`config.mk`:
```
export PLATFORM = sky130hd
export DESIGN_NAME = sync_fifo
export DESIGN_NICKNAME = d
export VERILOG_FILES = /design/src/rtl/sync_fifo.sv
export SDC_FILE = /design/constraint.sdc
export NUM_CORES = 1
export LEC_CHECK = 0
export CORE_MARGIN = 3
export CORE_UTILIZATION = 35
export CTS_CLUSTER_SIZE = 16
export DETAILED_ROUTE_END_ITERATION = 8
export HOLD_SLACK_MARGIN = 0.06
export MAX_ROUTING_LAYER = met4
export PLACE_DENSITY = 0.53
export SLEW_MARGIN = 15
export SYNTH_ARGS = -nofsm -noshare
export SYNTH_HDL_FRONTEND = slang
export SYNTH_SLANG_ARGS = --single-unit
```
`constraint.sdc`:
```
create_clock -name clk -period 4 [get_ports clk]
set_clock_uncertainty 0.05 [all_clocks]
set_input_delay 0.8 -clock clk [delete_from_list [all_inputs] [get_ports clk]]
set_output_delay 0.8 -clock clk [all_outputs]
set_load 0.05 [all_outputs]
```
`src/rtl/sync_fifo.sv`:
```
// sync_fifo: single-clock FIFO with registered read data; define SYNC_FIFO_ERR_FLAGS_EN for sticky overflow/underflow outputs
module sync_fifo #(
  parameter int datasize = 8,
  parameter int addrsize = 4
) (
  input  logic                clk,
  input  logic                rst,
  input  logic [datasize-1:0] wdata,
  input  logic                w_en,
  input  logic                r_en,
  output logic [datasize-1:0] rdata,
  output logic                wfull,
  output logic                rempty
`ifdef SYNC_FIFO_ERR_FLAGS_EN
  ,
  output logic                overflow,
  output logic                underflow
`endif
);
  logic [datasize-1:0] mem [2**addrsize];
  logic [addrsize:0]   wptr, rptr;
  logic                push, pop;
  always_comb begin
    rempty = wptr == rptr;
    wfull  = (wptr[addrsize] != rptr[addrsize]) && (wptr[addrsize-1:0] == rptr[addrsize-1:0]);
    push   = w_en && !wfull;
    pop    = r_en && !rempty;
  end
  always_ff @(posedge clk)
    if (rst && push) mem[wptr[addrsize-1:0]] <= wdata;
  always_ff @(posedge clk) begin
    if (!rst) begin
      wptr  <= '0;
      rptr  <= '0;
      rdata <= '0;
    end else begin
      if (push) wptr <= wptr + 1'b1;
      if (pop) begin
        rdata <= mem[rptr[addrsize-1:0]];
        rptr  <= rptr + 1'b1;
      end
    end
  end
`ifdef SYNC_FIFO_ERR_FLAGS_EN
  always_ff @(posedge clk) begin
    if (!rst) begin
      overflow  <= 1'b0;
      underflow <= 1'b0;
    end else begin
      overflow  <= overflow || (w_en && wfull);
      underflow <= underflow || (r_en && rempty);
    end
  end
`endif
endmodule

```
==> flow_metrics.py <==
metrics = {
    "floorplan": {
        "dieHeight_um": 136,
        "num_io_pins": 22,
        "die_w_um": 136,
        "initial_core_util_pct": 35.8,
        "rows": 47,
        "core_um2": 16600,
        "dieArea_um2": 18600,
    },
    "worst_setup_path": {
        "startpoint": "wptr[2]$_SDFFE_PN0P_",
        "critPathRequiredTime_ns": 3.15,
        "crit_fanout": 17,
        "ff2ff_path_depth": 5,
        "startpoint_type": "flop",
        "cp-end-kind": "primary output",
        "cp.arrival_ns": 2.45,
        "worstSetupPathType": "flop to primary output",
        "r2r_end": "mem[2][0]$_DFFE_PP_",
        "r2r-start": "wptr[2]$_SDFFE_PN0P_",
        "reg2reg_slack_ns": 1.41,
    },
    "yosys": {
        "synth_ff_type": "edfxtp_1",
        "yosys-top-cells-area": "edfxtp_1 (65%), dfxtp_1 (6.1%), mux4_1 (5.7%)",
        "syn_nets": 356,
        "synth_top_area_cell": "edfxtp_1",
        "async_flop_share_pct": 0,
        "synth.avg_cell_area_um2": 17.5,
        "synth_top_cell_area_share_pct": 64.7,
        "synth_most_common_cell": "edfxtp_1",
        "synth_common_cells": "edfxtp_1 (128), dfxtp_1 (18), a21oi_1 (16), mux2_2 (16)",
        "synth_seq_cells": 146,
        "yosysSeqAreaShare_pct": 70.7,
        "synthCells": 339,
        "ys_types": 38,
        "synth_area_um2": 5940,
        "synth_edf_count": 128,
        "ys.warnings.count": 0,
    },
    "hold_path": {
        "whs_endpoint": "rdata[5]$_SDFFE_PN0P_",
        "hold_depth": 2,
        "hp-start": "rdata[5]$_SDFFE_PN0P_",
        "hold_class": "flop to flop",
    },
    "clock_network": {
        "cts.sinks": 146,
        "post_cts_buffers": 0,
        "cts-resized-gates": 0,
        "root_buffer": "clkbuf_16",
        "cts_tree": "yes",
        "clk_pin_slew_worst_paths_ns": 0.06,
        "cts-htree-levels": 4,
        "numCtsBuffers": 17,
        "clock_path_buffers": 2,
        "hold_buffers": 0,
        "worstSkewPairLatency_ns": 0.41,
    },
    "finish": {
        "final_util_pct": 42.6,
        "fin_nets": 395,
        "area_growth_pct": 18.9,
        "drive_gt1_share_pct": 21.7,
        "antennaDiodeCount": 0,
    },
    "grt": {
        "grt_max_degree": 53,
        "gr-total-overflow": 0,
        "grt_pass1_wl_um": 19000,
        "grt_pass1_vias": 3042,
        "grt_antenna_before_repair": 0,
        "grt.total_usage_pct": 15.0,
    },
    "timing": {
        "post-route-period-util_pct": 82.6,
        "hold_viol": 0,
        "fin_tns_setup_ns": 0,
        "fmax_ghz": 0.303,
        "layout_min_cycle_time_ns": 3.30,
        "maxSlewHeadroom_pct": 35.9,
        "rsz0062_at_grt": "false",
        "maxSlewViolCount": 0,
        "setup_viol": 0,
        "tightestPinTransition_ns": 0.962,
        "fin_hold_ws_ns": 0.500,
    },
    "routing": {
        "wire_per_inst_um": 20.6,
        "vias": 3070,
        "drt-pass1-iter-count": 4,
        "drc": 0,
        "via_per_inst": 5.02,
        "ant_nets": 0,
        "wl_um": 12600,
        "initialDrtViolationCount": 267,
    },
    "power": {
        "p_per_area_nw_per_um2": 524,
        "ir_drop_mv": 0.273,
        "cellLeakagePower_nw": 2.25,
    },
    "place": {
        "portBuffers": 21,
        "dpl.hpwl_um": 7560,
        "place_congestion": 0.758,
    },
    "job": {
        "drv_cap": 0,
    },
    "outcome": {
        "status": "completed",
    },
}
metrics by stage:
step | total power [mW] | cells | area (µm²) | setup slack, ns
floorplan | 2.04 | 339 | 5940 | 1.45
detailed placement | 2.19 | 579 | 6480 | 1.13
global placement | 2.18 | 579 | 6480 | 1.16
global route | 3.84 | 611 | 7070 | 0.518
finish | 3.71 | 611 | 7070 | 0.697
CTS | 3.75 | 611 | 7070 | 0.667
layout make-up:
type	count	area, µm²
clock buffer	22	484
fill	1500	9520
tap	220	275
timing repair buffer	42	368
multi-input combinational	168	1620
clock inverter	10	105
inverter	3	11.3
sequential	146	4210
routing by layer:
| layer | vias to the layer above | part of all wire (%) | track usage [%] |
|---|---|---|---|
| li1 | 1445 | - | - |
| met1 | 1551 | 46 | 20.8 |
| met2 | 63 | 48 | 21.9 |
| met3 | 11 | 4.0 | 2.92 |
| met4 | 0 | 1.3 | 5.71 |
| met5 | - | 0 | - |
worst max-delay path, stage by stage, from the launching register on:
cell and delay (ns):
dfxtp_1 0.68, xnor2_1 0.19, nand4_2 0.21, nor2_1 0.15
clkdlybuf4s50_1 0.81
how the worst max path moves through the flow:
stage,slack (ns),depth (start not counted),end
3_5_place_dp,1.13,4,rempty
2_1_floorplan,1.45,3,mem[6][0]$_DFFE_PP_
6_report,0.70,4,rempty
3_3_place_gp,1.16,4,wfull
5_1_grt,0.52,4,rempty
4_1_cts,0.67,4,rempty
sequential cells by signal, indices dropped and copies added (netlist names):
register,flops
mem,128
rdata,8
wptr,5
rptr,5
cell usage in the layout, fill, tap and decap left out, types with 4 or more instances in the layout:
cell type | netlist | layout
edfxtp_1 | 128 | 128
mux2_2 | 16 | 16
nor2b_1 | 9 | 9
nor4_1 | 8 | 6
dfxtp_1 | 18 | 17
a211oi_1 | 8 | 8
mux4_1 | 13 | 13
ha_1 | 5 | 5
a21oi_1 | 16 | 16
and2_1 | 4 | 4
clkdlybuf4s50_1 | 0 | 21
nand2_1 | 10 | 10
clkinv_2 | 0 | 5
o22ai_1 | 8 | 8
clkbuf_8 | 1 | 4
xnor2_1 | 9 | 9
o21ai_0 | 10 | 10
mux4_2 | 11 | 11
buf_4 | 1 | 21
clkbuf_16 | 0 | 17
nor3_1 | 13 | 13
cells by family after synthesis:
| group | after synthesis | share of synthesized area, % |
|---|---|---|
| xor gates and xnor gates | 10 | 1.47 |
| DFF | 146 | 70.7 |
| buffers and inverters | 25 | 2.50 |
| and+or+nand+nor | 59 | 5.68 |
| muxes | 42 | 13.3 |
| adders and majority gates | 5 | 1.05 |
| AOI/OAI and AO/OA | 52 | 5.28 |
report_power, final:
part           switching, mW  internal (mW)
clock                  0.578          0.978
combinational          0.282          0.159
sequential            0.0185           1.69
total                  0.878           2.83
Power figures use the tool's default switching activity.
